<file path="config.mk">
export PLATFORM = sky130hd
export DESIGN_NAME = if_stage
export DESIGN_NICKNAME = d
export VERILOG_FILES = /design/src/rtl/if_pkg.sv /design/src/rtl/if_fetch_ctrl.sv /design/src/rtl/if_stage.sv
export SDC_FILE = /design/constraint.sdc
export NUM_CORES = 1
export LEC_CHECK = 0
export CORE_MARGIN = 5
export CORE_UTILIZATION = 47
export CTS_BUF_LIST = sky130_fd_sc_hd__clkbuf_8
export CTS_CLUSTER_DIAMETER = 80
export CTS_CLUSTER_SIZE = 30
export DETAILED_ROUTE_END_ITERATION = 12
export GPL_TIMING_DRIVEN = 0
export PLACE_DENSITY_LB_ADDON = 0.15
export SYNTH_ARGS = -nofsm -noshare
export SYNTH_HDL_FRONTEND = slang
export SYNTH_SLANG_ARGS = --single-unit
</file>
<file path="constraint.sdc">
create_clock -name clock -period 3.1 [get_ports clock]
set_clock_uncertainty 0.15 [all_clocks]
set_input_delay 0.31 -clock clock [delete_from_list [all_inputs] [get_ports clock]]
set_output_delay 0.31 -clock clock [all_outputs]
set_load 0.02 [all_outputs]
</file>
<file path="src/rtl/if_pkg.sv">
// Shared types, defaults and helpers for the instruction-fetch stage.
package if_pkg;

  localparam logic [31:0] ResetPcDefault  = 32'h0000_0000;
  localparam logic [31:0] NopInstrDefault = 32'h0000_0000;  // sll $0,$0,0

  typedef enum logic [1:0] {
    StIdle,
    StReq,
    StHeld
  } if_state_e;

  // Per-cycle update applied to the PC and the IF/ID register.
  typedef enum logic [2:0] {
    ActNone,
    ActRedirect,
    ActDrop,
    ActBubble,
    ActLoadMem,
    ActLoadBuf
  } if_action_e;

  function automatic logic [31:0] redirect_target(input logic        jump,
                                                  input logic [31:0] jump_target,
                                                  input logic [31:0] non_jump_target);
    return jump ? jump_target : non_jump_target;
  endfunction

endpackage

</file>
<file path="src/rtl/if_fetch_ctrl.sv">
// Fetch sequencing: request FSM, stale-response drop flag and the word buffer
// used when a response arrives while decode is stalled.
module if_fetch_ctrl
  import if_pkg::*;
(
  input  logic        clk_i,
  input  logic        rst_ni,
  input  logic        hazard_i,
  input  logic        flush_i,
  input  logic        imem_ready_i,
  input  logic [31:0] imem_rdata_i,
  output logic        imem_req_o,
  output if_action_e  action_o,
  output logic [31:0] hold_buf_o
);

  if_state_e   state_q, state_d;
  logic        drop_q, drop_d;
  logic        req_q, req_d;
  logic [31:0] buf_q, buf_d;
  if_action_e  action;

  always_comb begin
    state_d = state_q;
    drop_d  = drop_q;
    buf_d   = buf_q;
    action  = ActNone;
    if (hazard_i) begin
      // Decode stall wins over any redirect; only the response path may move.
      unique case (state_q)
        StIdle: state_d = StReq;
        StReq: begin
          if (imem_ready_i) begin
            if (drop_q) begin
              drop_d = 1'b0;
            end else begin
              buf_d   = imem_rdata_i;
              state_d = StHeld;
            end
          end
        end
        StHeld: state_d = StHeld;
        default: state_d = StIdle;
      endcase
    end else if (flush_i) begin
      action  = ActRedirect;
      state_d = StReq;
      buf_d   = '0;
      // A fetch still in flight will return a word for the old path.
      drop_d  = (state_q == StReq) && !imem_ready_i;
    end else begin
      unique case (state_q)
        StIdle: state_d = StReq;
        StReq: begin
          if (imem_ready_i && drop_q) begin
            drop_d = 1'b0;
            action = ActDrop;
          end else if (imem_ready_i) begin
            action = ActLoadMem;
          end else begin
            action = ActBubble;
          end
        end
        StHeld: begin
          action  = ActLoadBuf;
          state_d = StReq;
        end
        default: state_d = StIdle;
      endcase
    end
  end

  assign req_d = (state_d == StReq);

  always_ff @(posedge clk_i or negedge rst_ni) begin
    if (!rst_ni) begin
      state_q <= StIdle;
      drop_q  <= 1'b0;
      req_q   <= 1'b0;
      buf_q   <= '0;
    end else begin
      state_q <= state_d;
      drop_q  <= drop_d;
      req_q   <= req_d;
      buf_q   <= buf_d;
    end
  end

  assign imem_req_o = req_q;
  assign action_o   = action;
  assign hold_buf_o = buf_q;

endmodule

</file>
<file path="src/rtl/if_stage.sv">
// Instruction-fetch stage: PC, PC+4 adder and IF/ID register around if_fetch_ctrl.
// Optional IF_PERF_CNT_EN adds FetchCount/StallCount outputs.
module if_stage
  import if_pkg::*;
#(
  parameter logic [31:0] RESET_PC  = ResetPcDefault,
  parameter logic [31:0] NOP_INSTR = NopInstrDefault
) (
  input  logic        clock,
  input  logic        reset_n,
  input  logic        Hazard,
  input  logic        IFIDFlush,
  input  logic        IDJump,
  input  logic [31:0] IDJumpTarget,
  input  logic [31:0] IDNonJumpTarget,
  output logic        ImemReq,
  output logic [31:0] ImemAddr,
  input  logic        ImemReady,
  input  logic [31:0] ImemRdata,
  output logic [31:0] IFPCPlus4Out,
  output logic [31:0] IFIDInstr,
`ifdef IF_PERF_CNT_EN
  output logic [31:0] IFIDPCPlus4,
  output logic [31:0] FetchCount,
  output logic [31:0] StallCount
`else
  output logic [31:0] IFIDPCPlus4
`endif
);

  logic [31:0] pc_q, pc_d;
  logic [31:0] instr_q, instr_d;
  logic [31:0] pcp4_q, pcp4_d;
  logic [31:0] pc_plus4;
  logic [31:0] hold_buf;
  if_action_e  action;

  if_fetch_ctrl u_fetch_ctrl (
    .clk_i        (clock),
    .rst_ni       (reset_n),
    .hazard_i     (Hazard),
    .flush_i      (IFIDFlush),
    .imem_ready_i (ImemReady),
    .imem_rdata_i (ImemRdata),
    .imem_req_o   (ImemReq),
    .action_o     (action),
    .hold_buf_o   (hold_buf)
  );

  assign pc_plus4 = pc_q + 32'd4;

  always_comb begin
    pc_d    = pc_q;
    instr_d = instr_q;
    pcp4_d  = pcp4_q;
    unique case (action)
      ActRedirect: begin
        pc_d    = redirect_target(IDJump, IDJumpTarget, IDNonJumpTarget);
        instr_d = NOP_INSTR;
        pcp4_d  = '0;
      end
      ActDrop, ActBubble: begin
        instr_d = NOP_INSTR;
        pcp4_d  = '0;
      end
      ActLoadMem: begin
        pc_d    = pc_plus4;
        instr_d = ImemRdata;
        pcp4_d  = pc_plus4;
      end
      ActLoadBuf: begin
        pc_d    = pc_plus4;
        instr_d = hold_buf;
        pcp4_d  = pc_plus4;
      end
      default: ;
    endcase
  end

  always_ff @(posedge clock or negedge reset_n) begin
    if (!reset_n) begin
      pc_q    <= RESET_PC;
      instr_q <= NOP_INSTR;
      pcp4_q  <= '0;
    end else begin
      pc_q    <= pc_d;
      instr_q <= instr_d;
      pcp4_q  <= pcp4_d;
    end
  end

  assign ImemAddr     = pc_q;
  assign IFPCPlus4Out = pc_plus4;
  assign IFIDInstr    = instr_q;
  assign IFIDPCPlus4  = pcp4_q;

`ifdef IF_PERF_CNT_EN
  logic [31:0] fetch_cnt_q, fetch_cnt_d;
  logic [31:0] stall_cnt_q, stall_cnt_d;

  always_comb begin
    fetch_cnt_d = fetch_cnt_q;
    stall_cnt_d = stall_cnt_q;
    if (action == ActLoadMem || action == ActLoadBuf) begin
      fetch_cnt_d = fetch_cnt_q + 32'd1;
    end
    if (action == ActBubble || Hazard) begin
      stall_cnt_d = stall_cnt_q + 32'd1;
    end
  end

  always_ff @(posedge clock or negedge reset_n) begin
    if (!reset_n) begin
      fetch_cnt_q <= '0;
      stall_cnt_q <= '0;
    end else begin
      fetch_cnt_q <= fetch_cnt_d;
      stall_cnt_q <= stall_cnt_d;
    end
  end

  assign FetchCount = fetch_cnt_q;
  assign StallCount = stall_cnt_q;
`endif

endmodule

</file>
=== Yosys cells after proc, flatten, opt, wreduce, memory -nomap -nowiden ===
Cells that the tools add are included.

* Flip-flop bits (word level): 132
* Output and inout port bits: 129
* Input bits: 102

* Eq/ne operators: 11
* $add $sub $neg: 1
* Reductions and logical operators: 15
* Muxes and demuxes: 26

{| class="wikitable"
|+ Operators with widths
! cell !! number
|-
| 2-to-1 mux 32 bit || 6
|-
| case mux 32 bit (2 select lines) || 2
|-
| case mux 32 bit (3 select lines) || 1
|-
| adder 32 x 3 -> 32 bit, second input constant || 1
|-
| 2-to-1 mux 3 bit || 4
|-
| 2-to-1 mux 2 bit || 4
|-
| AND reduction 4 bit || 2
|-
| nonzero test 2 bit || 4
|-
| equality test 3 x 2 -> 1 bit, second input constant || 2
|-
| equality test 3 bit, second input constant || 2
|-
| 2-to-1 mux 1 bit || 6
|-
| case mux 2 bit (3 select lines) || 1
|-
| case mux 3 bit (2 select lines) || 1
|-
| nonzero test 3 bit || 2
|-
| equality test 2 x 1 -> 1 bit, second input constant || 2
|-
| != test 2 x 1 -> 1 bit, second input constant || 2
|-
| case mux 2 bit (2 select lines) || 1
|-
| OR reduction 2 bit || 2
|-
| equality test 3 x 1 -> 1 bit, second input constant || 1
|-
| OR reduction 3 bit || 1
|-
| equality test 2 bit, second input constant || 1
|-
| logical AND 1 bit || 2
|-
| logical NOT 2 bit || 1
|-
| != test 2 bit, second input constant || 1
|-
| logical NOT 1 bit || 1
|}

=== Logic depth before layout (Yosys ltp) ===
* Depth after elaboration: 8
* Depth in mapped cells: 10
* Mapped depth without buffers: 7

=== Cells and area by module ===
From an unflattened synthesis, not the netlist that was laid out.

* Cell total of the unflattened synthesis: 714
* Area total of the unflattened synthesis: 7043.0 um^2

{| class="wikitable"
|+ By module, submodules not included
! module !! seq. area each (um^2) !! area each (um^2) !! instances !! cells each
|-
| if_stage || 2402.3 || 5522.8 || 1 || 603
|-
| if_fetch_ctrl || 900.9 || 1520.2 || 1 || 111
|}

=== Worst setup path after synthesis ===
No wires, ideal clock.

* Kind: register to output
* From: register pc_q[2], in the netlist ImemAddr[2]
* To: output IFPCPlus4Out[20]
* Cell stages (with the launch flop): 6
* Setup slack: 0.704 ns
* Data arrival time: 1.936 ns
* Cell sequence: dfrtp_1 ha_1 nand4_1 nor3_4 nand3_1 xnor2_1

* Longest elaborated chain between the ends: 1

{| class="wikitable"
|+ Ends and longest elaborated chain
! what !! line !! text
|-
| start, declared || if_stage.sv:31 || <nowiki>logic [31:0] pc_q, pc_d;</nowiki>
|-
| start signal, assigned || if_stage.sv:86 || <nowiki>pc_q <= pc_d;</nowiki>
|-
| adder 32 x 3 -> 32 bit || if_stage.sv:50 || <nowiki>assign pc_plus4 = pc_q + 32'd4;</nowiki>
|-
| end, declared || if_stage.sv:20 || <nowiki>output logic [31:0] IFPCPlus4Out,</nowiki>
|}

Every way passes these cells.

=== Worst setup path in the final report ===
* From: register pc_q[2], in the netlist ImemAddr[2]
* To: output IFPCPlus4Out[22]

Same word-level chain as after synthesis.

==> metrics.txt <==
DRT iter0 DRCs=746; Synthesized Nets=758; dpl hpwl=15.7 mm; Post-synth top cells=132 x dfrtp_1, 111 x nand2_1, 56 x inv_1; share of cells above drive strength 1=10.8%; crit-path cells=ha_2, nand4_1, buf_4, nor3_4, nand3_1, xor2_2, inv_1, dlygate4sd2_1; clock tree buffer depth=2; total CTS buffers=17; initial antenna violation count=0; Yosys Warn Count=0; Clock Sinks=132; core footprint=13300 sq um; CTS tree=yes; buffers plus inverters on the worst setup path=3; family with the most delay on the worst path=buffers and inverters; synthesized area=6420 sq um; Hold Path Class=input port to async pin; post-synthesis sequential area ratio=51.4%; fin area=9520 sq um; clk_lat worst skew=0.46 ns; post-synthesis adder-cell area fraction=1.17%; crit end category=output pin; syn avg cell area=9.88 sq um; Pre-antenna DRT Iters=5; clk slew on worst S/H paths=0.08 ns; post-synthesis compound-gate area fraction=14.6%; EDFF count, synth=0; distinct cell type count after synthesis=49; n_diodes=0; Initial Util=48.1%; Pins Over Slew Limit=0; fin nets=1013; I/O pins=231; largest family of logic cells by synthesized area=simple AND/OR/NAND/NOR gates; Crit path arrival time=2.59 ns; Routed Antenna Nets=0; Worst EP required=2.64 ns; Final Critical Period=3.05 ns; WL/cell=19.7 microns; max_slew headroom=34.4%; Worst-Margin Slew=0.984 ns; Fmax=328 MHz; area delta synth->final=48.2%; RePlAce Congestion=0.869; pre-CTS setup slack=0.0107 ns; Top FF cell, synth=dfrtp_1; slowest stage delay, CP=0.47 ns; Post-route DRC=0; Cell Pwr Density=758 nW/um^2; mux contribution to synthesized area=5.32%; All-Layer GR Usage=26.6%; post-synth top area cell=dfrtp_1; cell count after placement=1056; Worst path slowest cell=dfrtp_2; VDD IR max=406 uV; top cell type's share of synthesized area=51.4%; Via density=5.69; routed vias=6213; Min Hold Slack=0.215 ns; sum of negative setup slack=0 ns; critical path type=flop to output pin; Cells after Synth=650; CP max FO=9; Max Cap Violations=0; Die Y=127 microns; final cell count without fillers=1092; total grt overflow=0; status=finished clean; largest net degree at the start of global routing=81; LEAKAGE=4.65 nW; FF-to-FF setup slack=0.33 ns; Die Area=16100 sq um; final WL=21.5 mm; Post-Synth XOR/XNOR Area=4.29%; Final setup viols=0; Synth Area in Simple Gates=17.0%; Post-DP Area=8960 sq um; Power Total=7.22 mW; final worst setup slack=0.0545 ns; main area contributors after synthesis=dfrtp_1 51%, nand2_1 6.5%, a222oi_1 5.0%, mux2i_1 3.7%, nand3_1 3.7%; top-count cell post-synth=dfrtp_1; fraction of registers with async set/reset=100%; I/O Buffers=229; Root Driver=clkbuf_8; Tcrit/Tclk final=98.2%; Final Hold Viols=0; vias in the first global route=6194; Worst Setup Start Kind=flop; Die Width=127 microns; # rows=42; synthesized flop and latch total=132; Final Core Density=71.3%; Max H-tree Level=4; first-pass GRT wire length=33.6 mm
worst paths after layout:
| check | from | endpoint | cells after the start |
|---|---|---|---|
| setup / recovery | ImemAddr[2]$_DFFE_PN0P_ | IFPCPlus4Out[22] | 8 |
| hold / removal | reset_n | ImemAddr[4]$_DFFE_PN0P_ | 2 |
| setup reg to reg | u_fetch_ctrl.state_q[0]$_DFF_PN0_ | IFIDInstr[8]$_DFFE_PN0P_ | 9 |
| hold reg to reg | IFIDPCPlus4[16]$_DFFE_PN0P_ | IFIDPCPlus4[16]$_DFFE_PN0P_ | 1 |
| max in group asynchronous | reset_n | u_fetch_ctrl.hold_buf_o[4]$_DFFE_PN0P_ | 3 |
| min in group clock | ImemRdata[7] | u_fetch_ctrl.hold_buf_o[7]$_DFFE_PN0P_ | 3 |
placed cells by master, fill, tap and decap left out, types with 3 or more instances in the layout:
cell               n
a211o_1            3
clkbuf_1          33
dfrtp_1          121
a21o_1             5
buf_2              9
nor4_1             3
xor2_1             6
nand2b_1           3
dlygate4sd2_1     11
clkinvlp_4         3
o211ai_1           8
xor2_2             8
nor2_1            21
clkdlybuf4s50_1  209
dlymetal6s2s_1     6
nand3_1           45
xnor2_2            5
o21ai_0           36
nand4_2            3
and2_1             6
a22o_1            12
xnor2_1            9
buf_4              7
clkbuf_8          19
a222oi_1          32
a22oi_1            4
mux2i_1           24
and3_1             6
mux2_2             9
nor2b_1            4
nand2_1          111
a21oi_1           14
clkinv_2           4
nand4_1            6
ha_1               5
a221o_1            3
bufinv_16          3
inv_1             57
dfrtp_2           11
per-layer routing:
layer | vias up | routed length [microns] | GRT usage, %
li1 | 2786 | - | -
met2 | 318 | 10500 | 42.8
met1 | 3066 | 8350 | 34.3
met3 | 43 | 2220 | 8.20
met4 | 0 | 482 | 8.83
met5 | - | 0 | 0
cell type report:
class / count / area, sq um
buffer: 44 / 184
clock buffer: 19 / 262
clock inverter: 11 / 136
fill: 1003 / 3830
inverter: 56 / 210
multi-input combinational: 418 / 2830
sequential: 132 / 3320
tap: 176 / 220
timing repair buffer: 236 / 2360
cell families after synthesis:
logic type	after synthesis
mux	33
compound gates	127
buf+inv	100
fa+ha+maj	6
simple gates	224
flops	132
xor+xnor	28
timing repair:
action / 4_1_cts / 5_1_grt
buffers inserted: 5 / 0
pin swaps: 4 / 1
gates resized for setup: 30 / 21
hold buffers: 1 / 0
hold endpoints to repair: 52 / 0
setup endpoints to repair: 20 / 11
flip-flops by register name, indices dropped and copies added, names as in the netlist:
signal                   cells
IFIDPCPlus4                 32
u_fetch_ctrl.drop_q          1
u_fetch_ctrl.imem_req_o      1
u_fetch_ctrl.state_q         2
IFIDInstr                   32
ImemAddr                    32
u_fetch_ctrl.hold_buf_o     32
report_power, final:
group          switching (mW)  internal, mW  leakage, nW  total (mW)
clock network           0.671         0.818        0.200        1.49
logic                    1.70          1.34         2.70        3.04
registers               0.485          2.20         1.74        2.68
total                    2.86          4.35         4.65        7.22
Note: power is estimated with default switching activity, not from simulation.
